--- config.mk ---
export PLATFORM = sky130hd
export DESIGN_NAME = debug_uart_arbiter
export DESIGN_NICKNAME = d
export VERILOG_FILES = /design/src/rtl/debug_uart_pkg.sv /design/src/rtl/rr_pick.sv /design/src/rtl/debug_uart_arbiter.sv
export SDC_FILE = /design/constraint.sdc
export NUM_CORES = 1
export LEC_CHECK = 0
export CAP_MARGIN = 30
export CORE_MARGIN = 5
export CORE_UTILIZATION = 50
export DETAILED_ROUTE_END_ITERATION = 10
export GPL_ROUTABILITY_DRIVEN = 1
export PLACE_DENSITY = 0.89
export SYNTH_ARGS = -nofsm -noshare
export SYNTH_HDL_FRONTEND = slang
export SYNTH_SLANG_ARGS = --single-unit
--- constraint.sdc ---
create_clock -name clk -period 5.4 [get_ports clk]
set_input_delay 0.54 -clock clk [delete_from_list [all_inputs] [get_ports clk]]
set_output_delay 0.54 -clock clk [all_outputs]
set_load 0.02 [all_outputs]
--- src/rtl/debug_uart_pkg.sv ---
// Shared types and constants for the debug UART message arbiter.
package debug_uart_pkg;

   typedef enum logic [1:0] {
      IDLE      = 2'd0,
      PFX_ID    = 2'd1,
      PFX_COLON = 2'd2,
      PASS      = 2'd3
   } state_t;

   localparam int         UART_BYTE_W         = 8;
   localparam logic [7:0] ASCII_ZERO          = 8'h30;
   localparam logic [7:0] ASCII_COLON         = 8'h3A;
   localparam int         TIMEOUT_CYC_DEFAULT = 270000;

endpackage

--- src/rtl/rr_pick.sv ---
// Combinational round-robin finder: first set bit of valid searching upward from ptr+1, with wrap.
module rr_pick #(
   parameter int N  = 4,
   parameter int IW = 2
) (
   input  logic [N-1:0]  valid,
   input  logic [IW-1:0] ptr,
   output logic          hit,
   output logic [IW-1:0] idx
);

   logic [IW-1:0] cand;

   // Walk offsets from farthest to nearest so the nearest hit is the one that sticks.
   always_comb begin
      hit  = 1'b0;
      idx  = '0;
      cand = '0;
      for (int k = N; k >= 1; k--) begin
         cand = IW'((int'(ptr) + k) % N);
         if (valid[cand]) begin
            hit = 1'b1;
            idx = cand;
         end
      end
   end

endmodule

--- src/rtl/debug_uart_arbiter.sv ---
// Message-granular round-robin arbiter in front of the debug UART serializer, with stall watchdog.
// Define DEBUG_UART_ARB_PREFIX_EN to emit "<id>:" ahead of every granted message.
module debug_uart_arbiter
   import debug_uart_pkg::*;
#(
   parameter int NUM_REQ     = 4,
   parameter int TIMEOUT_CYC = TIMEOUT_CYC_DEFAULT,
   parameter int ID_W        = $clog2(NUM_REQ)
) (
   input  logic                             clk,
   input  logic                             rst,
   input  logic [NUM_REQ-1:0]               req_valid,
   input  logic [NUM_REQ*UART_BYTE_W-1:0]   req_data,
   input  logic [NUM_REQ-1:0]               req_last,
   output logic [NUM_REQ-1:0]               req_ready,
   output logic [UART_BYTE_W-1:0]           tx_data,
   output logic                             tx_valid,
   input  logic                             tx_ready,
   output logic                             busy,
   output logic [ID_W-1:0]                  grant_id,
   output logic                             abort_pulse
);

   localparam int WD_W = $clog2(TIMEOUT_CYC);

   state_t                 state, state_nxt;
   logic [ID_W-1:0]        ptr, ptr_nxt, grant_id_nxt;
   logic [WD_W-1:0]        wd, wd_nxt;
   logic                   abort_nxt;
   logic                   load;
   logic [UART_BYTE_W-1:0] load_data;
   logic                   slot_free;
   logic                   accept;
   logic                   pick_hit;
   logic [ID_W-1:0]        pick_idx;
   logic [UART_BYTE_W-1:0] gnt_byte;
   logic                   gnt_valid, gnt_last;

   rr_pick #(
      .N  (NUM_REQ),
      .IW (ID_W)
   ) u_pick (
      .valid (req_valid),
      .ptr   (ptr),
      .hit   (pick_hit),
      .idx   (pick_idx)
   );

   assign slot_free = !tx_valid || tx_ready;
   assign gnt_valid = req_valid[grant_id];
   assign gnt_last  = req_last[grant_id];
   assign gnt_byte  = req_data[int'(grant_id)*UART_BYTE_W +: UART_BYTE_W];
   assign busy      = (state != IDLE) || tx_valid;

   always_comb begin
      state_nxt    = state;
      ptr_nxt      = ptr;
      grant_id_nxt = grant_id;
      wd_nxt       = wd;
      abort_nxt    = 1'b0;
      load         = 1'b0;
      load_data    = gnt_byte;
      req_ready    = '0;
      accept       = 1'b0;
      case (state)
         IDLE: begin
            wd_nxt = '0;
            if (pick_hit) begin
               grant_id_nxt = pick_idx;
               ptr_nxt      = pick_idx;
`ifdef DEBUG_UART_ARB_PREFIX_EN
               state_nxt    = PFX_ID;
`else
               state_nxt    = PASS;
`endif
            end
         end
`ifdef DEBUG_UART_ARB_PREFIX_EN
         PFX_ID: begin
            if (slot_free) begin
               load      = 1'b1;
               load_data = ASCII_ZERO + UART_BYTE_W'(grant_id);
               state_nxt = PFX_COLON;
            end
         end
         PFX_COLON: begin
            if (slot_free) begin
               load      = 1'b1;
               load_data = ASCII_COLON;
               state_nxt = PASS;
            end
         end
`endif
         PASS: begin
            req_ready[grant_id] = slot_free;
            accept              = slot_free && gnt_valid;
            if (accept) begin
               load   = 1'b1;
               wd_nxt = '0;
               if (gnt_last) state_nxt = IDLE;
            end else if (slot_free) begin
               // Only an offered-but-unused slot counts as a stall; a full slot waiting on the serializer does not.
               if (wd == WD_W'(TIMEOUT_CYC - 1)) begin
                  state_nxt = IDLE;
                  abort_nxt = 1'b1;
                  wd_nxt    = '0;
               end else begin
                  wd_nxt = wd + WD_W'(1);
               end
            end
         end
         default: state_nxt = IDLE;
      endcase
   end

   always_ff @(posedge clk or posedge rst) begin
      if (rst) begin
         state       <= IDLE;
         ptr         <= ID_W'(NUM_REQ - 1);
         grant_id    <= '0;
         wd          <= '0;
         abort_pulse <= 1'b0;
         tx_valid    <= 1'b0;
         tx_data     <= '0;
      end else begin
         state       <= state_nxt;
         ptr         <= ptr_nxt;
         grant_id    <= grant_id_nxt;
         wd          <= wd_nxt;
         abort_pulse <= abort_nxt;
         tx_valid    <= load || (tx_valid && !tx_ready);
         if (load) tx_data <= load_data;
      end
   end

endmodule
==> results.md, run 1 <==
- The flow ran to the end, and the final reports show no timing, DRC or antenna violations.
- For flop-to-flop paths, the worst setup slack is 2840 ps.
- In this run, synthesis inferred 0 flip-flops with an integrated enable.
- The number of hold buffers added after CTS was 0.
- The core outline area is 3943 um2.
- The die width is 73.12 um.
- The required time of the critical path is 4860 ps.
- The peak supply drop is 317.5 uV.
- The finished layout holds 312 standard cells, fillers aside.
- The setup slack after placement is 2620 ps.
- The total number of H-tree levels is 2.
- The number of pins exceeding their max-slew limit in the final report came to 0.
- The endpoint of the worst register-to-register path is wd[18].
- The number of warnings reported in the yosys synthesis log is 0.
- The fraction of the yosys area taken by sequential cells is 0.4284.
- The number of different library cells used by synthesis comes to 37.
- The first detailed-routing pass took 4 iterations.
- The path class of the tightest hold or removal check is reg -> reg.
- Measured against its own limit, the worst slew margin works out to 0.4312.
- In the routed layout, each cell is associated on average with a via count of 5.878.
- Across all layers, the routed design uses 1,834 vias.
- Hold timing on the final database bottoms out at a slack of 512.8 ps.
- From synthesis to final layout, the design area changed by 36.62%.
- Walking the worst path, the cells encountered are clkdlybuf4s50_1, nand2b_1, nand2_1, nor3_1, clkdlybuf4s50_1.
- After clock tree synthesis, the clock-pin slew on the worst setup and hold paths is 70 ps.
- The count of endpoints failing hold in the final timing report is 0.
- The initial standard-cell utilization of the core is 0.5052.
- The final layout contains 305 nets.
- Broken down by cell family, the worst path's largest delay share belongs to buffers and inverters.
- In this run, placement finished with an instance count of 304.
- The maximum fanout along the worst path is 5.
- The final layout contains routed wiring with a total length of 5416 um.
- The data arrival time of the worst path is 2260 ps.
- The worst setup slack after layout is 2605 ps.
- Dividing the final minimum period by the clock period gives 0.5177.
- After technology mapping, the gate count stands at 200.
- The post-route setup TNS is 0 ps.
- The length in cells of the worst reg-to-reg path is 4.
- The largest area contributor in the netlist is sky130_fd_sc_hd__dfrtp_1.
- The global-route congestion overflow total is 0.
- Buffers added to address setup during post-CTS repair amount to 0.
- The leakage power is 1.087 nW.
- On the final layout, the worst clock skew is 8.685 ps.
- Setup repair after global routing left no endpoint under its margin.
- The most frequent cell after synthesis is sky130_fd_sc_hd__dfrtp_1.
- The most frequently used flop master after synthesis is sky130_fd_sc_hd__dfrtp_1.
- The cell sitting at the root of the clock tree is a sky130_fd_sc_hd__clkbuf_8.
- The worst min-delay path endpoint is tx_data[7].
- The share of async-settable or async-resettable flops after synthesis is 1.000.
- Counting every sink on the clock net gives 34.
- The height of the die is 73.12 um.
- Pin placement for this block handled 60 I/O pins.
- The final period demand of the worst path is 2795 ps.
- The count of nets left with antenna violations once routing finished came out at 0.
- When the netlist entered floorplanning its net count stood at 244.
- The commonest cells after synthesis are 32 x sky130_fd_sc_hd__dfrtp_1, 22 x sky130_fd_sc_hd__nand2_1, 22 x sky130_fd_sc_hd__nor2_1.
- Measured on the finished design, the core utilization comes to 0.6903.
- STA classifies the critical path endpoint as an output pin.
- Across every metal layer, demand over resource in global routing totals 0.2270.
- The most numerous cell type found on the critical path is sky130_fd_sc_hd__clkdlybuf4s50_1.
- The maximum number of pins on one net before global-route repair is 35.
- The transition time at the pin with the least slew margin is 846.7 ps.
- The deepest clock path buffer count is 2.
- The cell area after layout is 2721 um2.
- Timing would allow up to 0.3577 GHz.
- The cell area that synthesis handed to floorplanning was 1992 um2.
- The cell with the biggest individual delay on the critical path is sky130_fd_sc_hd__clkdlybuf4s50_1.
- The worst setup path is launched from an input port.
- The worst register-to-register path begins at grant_id[0].
- The max-capacitance violation count is 0.
- The die outline area is 5346 um2.
- In this run, CTS created clock tree buffers numbering 5.
- The initial antenna violation count was 0.
- For this block, the initial DRC count from the detailed router was 162.
- The via count of the first global-routing pass was 2,030.
- The number of antenna diodes in the final layout is 0.
- Setup violations remaining at the end of the flow were counted as 0.
- The fraction of layout cells with a size suffix above 1 is 0.1221.
- The number of design rule violations left after detail routing is 0.
- The worst stage delay on the critical path is 640 ps.
- The congestion estimate from routability-driven global placement came to 0.8172.
- The instance area after placement is 2630 um2.
- The mean cell area of the mapped netlist is 9.960 um2.
- The buffering stage count on the worst path with inverters included is 2.
- The global-route wire length before repair is 9294 um.
- The type of the worst setup path is in -> out.
- The count of standard-cell rows is 23.
- The total power after layout is 1.179 mW.
- The count of cells along the worst hold path is 1.
- The post-synthesis sequential element count is 34.
- The CTS tree is built.
- The post-cts resize count is 0.
- Yosys attributes the largest share of cell area to sky130_fd_sc_hd__dfrtp_1 40%, sky130_fd_sc_hd__mux4_2 11%, sky130_fd_sc_hd__mux2_2 4.5%, sky130_fd_sc_hd__nand2_1 4.1%, sky130_fd_sc_hd__nor2_1 4.1%.
- After detailed routing, the average wire length per cell comes to 17.36 um.
- The power density relative to cell area is 433.4 nW/um2.
- Clock latency on the worst-skew pair, taken at its later pin, is 290 ps.
- The number of I/O port buffers is 59.
- The worst min-delay path startpoint is tx_data[7].
- The area fraction of the dominant cell type after synthesis is 0.4020.
- Detailed placement ended at an HPWL of 4070 um.
-- state kept, by name, summed over array words and instances, names as in the netlist --
name and count:
abort_pulse 1, grant_id 2, ptr 2, state 1, tx_data 8, tx_valid 1
wd 19
-- logic make-up (layout without fill, tap and decap cells) --
| group | count (synthesis) | in the layout | share of synthesized area |
|---|---|---|---|
| compound gates | 29 | 29 | 0.09798 |
| xor+xnor | 8 | 8 | 0.03518 |
| flops | 34 | 34 | 0.4284 |
| buf+inv | 17 | 79 | 0.03203 |
| mux | 20 | 20 | 0.1683 |
| fa+ha+maj | 1 | 1 | 0.006280 |
| simple gates | 91 | 91 | 0.2318 |
-- worst max-delay path by stage --
| stage | from | slack, ps | cells past startpoint | endpoint |
|---|---|---|---|---|
| floorplan | grant_id[0] | 3180 | 3 | req_ready[1] |
| global placement | tx_ready | 2670 | 5 | req_ready[1] |
| detailed placement | tx_ready | 2620 | 5 | req_ready[0] |
| CTS | tx_ready | 2610 | 5 | req_ready[0] |
| global route | grant_id[0] | 2470 | 3 | req_ready[1] |
| finish | tx_ready | 2600 | 5 | req_ready[0] |
-- power by group --
part           switching [mW]  internal (mW)  total, mW  leakage [nW]
clock network          0.0926          0.103      0.195        0.0482
registers              0.0886          0.321      0.410         0.439
logic                   0.282          0.292      0.574         0.599
-- layout make-up --
class,instances,area (um2)
sequential,34,853.3
clock buffer,7,86.33
tap,50,62.56
clock inverter,1,5.005
fill,278,1221
inverter,11,41.29
timing repair buffer,60,598.1
multi-input combinational,149,1075
-- layout by cell type, fill, tap and decap left out, types with 8 or more instances in the layout --
cell                              synthesis  routed
sky130_fd_sc_hd__xor2_1                   8       8
sky130_fd_sc_hd__nor3_1                   9       9
sky130_fd_sc_hd__mux2_2                   8       8
sky130_fd_sc_hd__nand2_1                 22      22
sky130_fd_sc_hd__mux4_2                  10      10
sky130_fd_sc_hd__nand3_1                 13      13
sky130_fd_sc_hd__dfrtp_1                 32      32
sky130_fd_sc_hd__clkdlybuf4s50_1          0      59
sky130_fd_sc_hd__a21oi_1                  9       9
sky130_fd_sc_hd__inv_1                   11      11
sky130_fd_sc_hd__nor2_1                  22      22
-- layer usage --
metal / up-vias / track usage / share of wire
met5: - / 0 / 0
met4: 0 / 0.08402 / 0.011
met2: 90 / 0.3615 / 0.48
met3: 9 / 0.1102 / 0.11
li1: 844 / - / -
met1: 891 / 0.2640 / 0.40
(Power assumes the default switching activity.)
==> inputs of run 2 (changes only) <==
--- a/config.mk
+++ b/config.mk
@@ -7,10 +7,10 @@
 export LEC_CHECK = 0
 export CAP_MARGIN = 30
 export CORE_MARGIN = 5
-export CORE_UTILIZATION = 50
+export CORE_UTILIZATION = 42
 export DETAILED_ROUTE_END_ITERATION = 10
 export GPL_ROUTABILITY_DRIVEN = 1
-export PLACE_DENSITY = 0.89
+export PLACE_DENSITY = 0.81
 export SYNTH_ARGS = -nofsm -noshare
 export SYNTH_HDL_FRONTEND = slang
 export SYNTH_SLANG_ARGS = --single-unit
==> constraint.sdc (replaced) <==
create_clock -name clk -period 2.5 [get_ports clk]
set_input_delay 0.25 -clock clk [delete_from_list [all_inputs] [get_ports clk]]
set_output_delay 0.25 -clock clk [all_outputs]
set_load 0.02 [all_outputs]
==> run 2 against run 1 <==
Net effect: sequential power up 94%; cell count is 3.8% higher; register-to-register slack worse by 2500 ps; die area increased by 16%; total power rose by 120%; non-clock buffer count grew 8; via count is 0.87% lower; final area is 2.3% higher; combinational power increased by 140%; sequential cell count is the same; critical path depth stayed put; utilization shrank 9.3 points; critical path type unchanged; largest cell class unchanged; highest routed layer unchanged.
==> results.md, run 2 (synthesis results as in run 1) <==
- The worst-skew pair later-pin latency came to 280 ps (about the same).
- The post-cts resize count was 0 (unchanged).
- The total detailed-routing wirelength came to 4847 um (-11%).
- The number of I/O port buffers is 59 (unchanged).
- The maximum number of pins on one net before global-route repair is 35 (unchanged).
- The number of sinks on the clock net is 34 (unchanged).
- The number of pins exceeding their max-slew limit in the final report is 0 (unchanged).
- The cell family contributing the most delay on the critical path is buffers and inverters.
- The count of standard-cell rows is 25 (+8.7%).
- In the final layout, the registers with the most flip-flops are wd x19, tx_data x8.
- Compared with the post-synthesis result, the final layout area differs by 39.82%.
- The worst hold path belongs to the class in -> async.
- The top-level port count is 60 (unchanged).
- CTS placed an instance of sky130_fd_sc_hd__clkbuf_8 at the clock tree root.
- The worst setup path is captured at an output pin.
- The final RePlAce weighted congestion was 0.8195 (+0.28%).
- The violation count after the first detailed-routing iteration is 134 (-17%).
- The initial standard-cell utilization of the core is 0.4274 (-0.07785).
- The count of vias placed by the detailed router is 1,818 (-0.87%).
- The average via count per standard cell is 5.611 (-4.5%).
- The maximum fanout along the worst path is 5 (unchanged).
- The flip-flop count of the largest register after layout is 19 (unchanged).
- The count of fill cells added during filler insertion was 380 (+37%).
- The cell with the most instances on the worst path is sky130_fd_sc_hd__clkdlybuf4s50_1.
- Setup repair after global routing left no endpoint under its margin.
- More flip-flops sit in one register than any other, and that register is wd.
- The deepest clock path buffer count is 2 (unchanged).
- The global-route wire length before repair came to 8135 um (-12%).
- The library cells used most frequently in the layout, excluding fill and tap cells, are 59 x sky130_fd_sc_hd__clkdlybuf4s50_1, 32 x sky130_fd_sc_hd__dfrtp_1, 22 x sky130_fd_sc_hd__nor2_1, 22 x sky130_fd_sc_hd__nand2_1, 13 x sky130_fd_sc_hd__nand3_1.
- In the finished design, the share of the clock period the worst path needs comes to 0.8774.
- The number of design rule violations left after detail routing is 0 (unchanged).
- The half-perimeter wire length of the detailed placement result is 3780 um (-7.1%).
- The required time of the critical path is 2250 ps (-2610 ps).
- The total number of H-tree levels is 2 (unchanged).
- The die outline area is 6220 um2 (+16%).
- The final non-filler cell total is 324 (+3.8%).
- The slowest stage of the critical path belongs to the cell sky130_fd_sc_hd__clkdlybuf4s50_1.
- The peak supply drop was 626.6 uV (+97%).
- The global-route usage over all layers is 0.1641 (-0.06292).
- The count of antenna diodes in the layout is 0 (unchanged).
- The height of the die is 78.87 um (+7.9%).
- The worst relative slew slack is 0.6885 (+0.2573).
- The max-capacitance violation count is 0 (unchanged).
- The number of endpoints failing setup at the final stage is 0 (unchanged).
- The type of the worst setup path is in -> out.
- The post-route setup TNS is 0 ps (unchanged).
- The core outline area came to 4661 um2 (+18%).
- Static timing analysis puts the maximum clock frequency at 0.4559 GHz.
- The power density relative to cell area is 926.4 nW/um2 (+110%).
- The critical path goes through clkdlybuf4s50_1, nand2b_1, nand2_1, nor3_1, clkdlybuf4s50_1.
- The setup skew after layout is 6.255 ps (-2.429 ps).
- The total clock buffers created by CTS is 5 (unchanged).
- The count of endpoints failing hold in the final timing report is 0 (unchanged).
- Leaving out fill and tap cells, the most frequent cell in the layout is sky130_fd_sc_hd__clkdlybuf4s50_1.
- The initial antenna violation count is 0 (unchanged).
- The via count of the first global-routing pass is 1,776 (-13%).
- The buffering stage count on the worst path with inverters included is 2 (unchanged).
- The count of TritonRoute iterations in the first routing pass was 5 (+1).
- The number of buffers added to fix hold violations after cts is 0 (unchanged).
- The clock transition at the registers of the reported paths came to 70 ps (about the same).
- The number of post-CTS setup repair buffers is 0 (unchanged).
- The transition time at the pin with the least slew margin was 467.2 ps (-379.5 ps).
- The flow ran to the end, and the final reports show no timing, DRC or antenna violations.
- The worst stage delay on the critical path is 640 ps (about the same).
- The number of nets still failing antenna checks after routing was 0 (unchanged).
- The kind of launch point of the worst setup path is an input port.
- The die width is 78.87 um (+7.9%).
- The fraction of layout cells with a size suffix above 1 is 0.1444 (+0.02231).
- The cell total after placement is 316 (+3.9%).
- The global-route congestion overflow total is 0 (unchanged).
- The number of nets at the end of the flow is 313 (+2.6%).
- Counting I/O delays and the setup requirement, the final critical path takes 2193 ps.
- The CTS tree is built.
- The per-cell routed wire length is 14.96 um (-14%).
- The data arrival time of the worst path is 1940 ps (-320 ps).
- The leakage power is 1.124 nW (+3.4%).
==> run 2: cell types whose count changed in the layout (fill, tap and decap cells not counted) <==
cell	before	now
sky130_fd_sc_hd__clkinv_2	1	0
sky130_fd_sc_hd__clkbuf_1	1	2
sky130_fd_sc_hd__buf_4	1	9
==> run 2: final timing paths <==
path                            start            to  slack (ps)  cells after the start
setup / recovery             tx_ready  req_ready[1]         310                      5
hold / removal                    rst    tx_data[4]         350                      3
setup reg to reg               wd[14]      state[0]         330                      6
hold reg to reg            tx_data[2]    tx_data[2]         500                      1
max in group asynchronous         rst        ptr[1]        1810                      3
min in group clk           tx_data[2]    tx_data[2]         500                      1
==> run 2: stage by stage <==
| stage | hold slack [ps] | instance area (um2) | total power, mW | setup slack (ps) | util |
|---|---|---|---|---|---|
| 6_report | 347.4 | 2785 | 2.580 | 306.5 | 0.5976 |
| 5_1_grt | 401.2 | 2785 | 2.748 | 178.6 | 0.5976 |
| 3_5_place_dp | 493.2 | 2695 | 2.190 | 306.0 | 0.5783 |
| 3_3_place_gp | 487.2 | 2695 | 2.164 | 342.0 | 0.5783 |
| 2_1_floorplan | 390.1 | 1992 | 1.633 | 423.4 | - |
| 4_1_cts | 364.4 | 2785 | 2.608 | 282.5 | 0.5976 |
==> run 2: layer usage <==
layer / track usage / routed length [um] / vias up
li1: - / - / 866
met1: 0.2010 / 2101 / 874
met2: 0.2733 / 2304 / 72
met3: 0.05669 / 382 / 6
met4: 0.04983 / 58 / 0
met5: 0 / 0 / -
==> run 2: final cells by class <==
class	count	area, um2	area share
Clock buffer	8	90.09	0.03235
Inverter	11	41.29	0.01482
Multi-Input combinational cell	149	1075	0.3859
Sequential cell	34	853.3	0.3064
Tap cell	54	67.56	0.02426
Timing Repair Buffer	68	658.1	0.2363
==> run 2: power by group <==
| group | switching, mW | leakage, nW | internal [mW] |
|---|---|---|---|
| Clock | 0.187 | 0.0455 | 0.224 |
| Sequential | 0.0998 | 0.439 | 0.696 |
| Combinational | 0.675 | 0.639 | 0.699 |
==> run 2: worst reg2reg max path: cells and delay by family (launching register included) <==
kind	cells	cell delay, ps
buffers and inverters	1	170
DFF	1	420
and+or+nand+nor	3	1210
AOI/OAI and AO/OA	2	240
==> inputs of run 3 (changes only) <==
--- a/config.mk
+++ b/config.mk
@@ -7,10 +7,12 @@
 export LEC_CHECK = 0
 export CAP_MARGIN = 30
 export CORE_MARGIN = 5
-export CORE_UTILIZATION = 42
+export CORE_UTILIZATION = 44
+export CTS_BUF_LIST = sky130_fd_sc_hd__clkbuf_4 sky130_fd_sc_hd__clkbuf_8
 export DETAILED_ROUTE_END_ITERATION = 10
 export GPL_ROUTABILITY_DRIVEN = 1
-export PLACE_DENSITY = 0.81
+export PLACE_DENSITY = 0.84
+export SLEW_MARGIN = 40
 export SYNTH_ARGS = -nofsm -noshare
 export SYNTH_HDL_FRONTEND = slang
 export SYNTH_SLANG_ARGS = --single-unit
==> run 3 against run 2 <==
Net effect: combinational power shrank 4%; highest routed layer unchanged; utilization grew 3.8 points; sequential power grew 5.0%.
==> results.md, run 3 (synthesis results as in run 1) <==
- The total detailed-routing wirelength is 5054 um (+4.3%).
- The initial antenna violation count came to 0 (unchanged).
- The number of endpoints failing setup at the final stage came to 0 (unchanged).
- The area of the multi-input gates is 1075 um2 (unchanged).
- The post-cts resize count came to 0 (unchanged).
- The peak supply drop is 657.4 uV (+4.9%).
- The deepest clock path buffer count came to 2 (unchanged).
- The worst stage delay on the critical path was 570 ps (-70 ps).
- The cell at the root of the clock tree is sky130_fd_sc_hd__clkbuf_8.
- The worst hold path belongs to the class in -> async.
- Leaving out fill and tap cells, the most frequent cell in the layout is sky130_fd_sc_hd__clkdlybuf4s50_1.
- The average via count per standard cell was 5.730 (+2.1%).
- The final RePlAce weighted congestion was 0.8541 (+4.2%).
- The fraction of layout cells with a size suffix above 1 is 0.1519 (+0.007407).
- The max-capacitance violation count is 0 (unchanged).
- The count of endpoints failing hold in the final timing report is 0 (unchanged).
- The violation count after the first detailed-routing iteration is 153 (+14%).
- The maximum fanout along the worst path came to 9 (+4).
- The data arrival time of the worst path is 2430 ps (+490 ps).
- The area growth from synthesis to layout was 39.95% (about the same).
- The setup skew after layout is 7.802 ps (+1.547 ps).
- The highest attainable clock frequency is 0.4402 GHz (-3.4%).
- Walking the worst path, the cells encountered are or4bb_1, nor4_2, a211oi_4, buf_4, nor2_4, o211ai_1.
- The flow ran to the end, and the final reports show no timing, DRC or antenna violations.
- The global-route wire length before repair came to 8452 um (+3.9%).
- The flip-flop count of the largest register after layout is 19 (unchanged).
- The via count of the first global-routing pass came to 1,869 (+5.2%).
- The worst setup path is launched from a flop.
- The total power after layout is 2.576 mW (-0.15%).
- The top-level port count is 60 (unchanged).
- The worst setup path is of the reg -> reg kind.
- The leakage power is 1.130 nW (+0.51%).
- The final period demand of the worst path is 2272 ps (+78.23 ps).
- The global-route congestion overflow total is 0 (unchanged).
- The power density relative to cell area is 924.2 nW/um2 (-0.24%).
- The cell with the biggest individual delay on the critical path is sky130_fd_sc_hd__or4bb_1.
- The core outline area is 4384 um2 (-5.9%).
- The worst relative slew slack is 0.6138 (-0.07476).
- The total number of H-tree levels is 2 (unchanged).
- The largest registers in the layout are wd x19, tx_data x8.
- TritonCTS built the clock tree.
- The height of the die was 77.29 um (-2.0%).
- The number of I/O port buffers was 59 (unchanged).
- The number of nets at the end of the flow is 313 (unchanged).
- The required time of the critical path came to 2660 ps (+410 ps).
- The half-perimeter wire length of the detailed placement result is 3918 um (+3.6%).
- The count of vias placed by the detailed router was 1,845 (+1.5%).
- The count of standard-cell rows is 24 (-4.0%).
- In the layout the commonest cells are 59 x sky130_fd_sc_hd__clkdlybuf4s50_1, 32 x sky130_fd_sc_hd__dfrtp_1, 22 x sky130_fd_sc_hd__nor2_1, 22 x sky130_fd_sc_hd__nand2_1, 13 x sky130_fd_sc_hd__nand3_1.
- The transition time at the pin with the least slew margin is 579.3 ps (+112.1 ps).
- The count of TritonRoute iterations in the first routing pass is 4 (-1).
- The number of nets still failing antenna checks after routing is 0 (unchanged).
- The per-cell routed wire length came to 15.70 um (+4.9%).
- Setup repair after global routing left no endpoint under its margin.
- The total clock buffers created by CTS came to 5 (unchanged).
- The global-route usage over all layers is 0.1786 (+0.01456).
- The count of fill cells added during filler insertion is 348 (-8.4%).
- The die outline area is 5973 um2 (-4.0%).
- The maximum number of pins on one net before global-route repair is 35 (unchanged).
- The number of buffers added to fix hold violations after cts is 0 (unchanged).
- The number of design rule violations left after detail routing is 0 (unchanged).
- The register name with the most flops is wd.
- The worst setup path is captured at a flop.
- The number of post-CTS setup repair buffers is 0 (unchanged).
- The buffering stage count on the worst path with inverters included came to 1 (-1).
- The worst-skew pair later-pin latency came to 290 ps (about the same).
- The cell family with the largest share of critical-path delay is simple AND/OR/NAND/NOR gates.
- The count of antenna diodes in the layout is 0 (unchanged).
- The flip-flop and latch area is 853.3 um2 (unchanged).
- The initial standard-cell utilization of the core is 0.4543 (+0.02696).
- The die width is 77.29 um (-2.0%).
- The ratio of final minimum period to clock period was 0.9087 (+0.03129).
- The clock transition at the registers of the reported paths is 70 ps (about the same).
- The post-route setup TNS is 0 ps (unchanged).
- The number of pins exceeding their max-slew limit in the final report is 0 (unchanged).
- The number of sinks on the clock net is 34 (unchanged).
==> run 3: changes by cell type in the layout (fill, tap and decap cells not counted), sizes merged <==
cell    change
clkinv      +1
clkbuf      -1
==> run 3: through the flow <==
stage          cells  instance area, um2  hold slack, ps    util  setup WS, ps
2_1_floorplan    200                1992           390.1       -         423.4
3_3_place_gp     314                2693           488.0  0.6142         343.2
3_5_place_dp     314                2693           497.8  0.6142         289.0
4_1_cts          322                2788           365.1  0.6358         227.1
5_1_grt          322                2788           402.6  0.6358         132.1
6_report         322                2788           352.0  0.6358         228.3
==> run 3: per-layer routing <==
| metal | global-route usage | part of all wire |
|---|---|---|
| met4 | 0.06701 | 0.023 |
| met5 | 0 | 0 |
| met3 | 0.08665 | 0.11 |
| met2 | 0.2870 | 0.47 |
| met1 | 0.2045 | 0.40 |
==> run 3: where the power goes <==
group          internal (mW)  switching, mW
sequential             0.695          0.141
combinational          0.679          0.636
clock                  0.233          0.193
total                   1.61          0.970
==> run 3: tightest hold or removal path: stages <==
cell,delay (ps)
sky130_fd_sc_hd__clkdlybuf4s50_1,390
sky130_fd_sc_hd__inv_1,50
sky130_fd_sc_hd__buf_4,370
==> run 3: worst paths after layout <==
check,from,end,slack (ps),cells after the start
max in group asynchronous,rst,ptr[1],1820,3
worst min-delay path,rst,wd[15],350,3
worst max register to register,wd[14],state[0],230,6
worst max-delay path,wd[14],state[0],230,6
min in group clk,tx_data[1],tx_data[1],510,1
worst min register to register,tx_data[1],tx_data[1],510,1
==> run 3: final cells by class <==
type	instances	area share
multi-input combinational	149	0.3855
sequential	34	0.3061
timing repair buffer	68	0.2361
clock buffer	7	0.03232
tap	52	0.02334
inverter	11	0.01481
clock inverter	1	0.001795
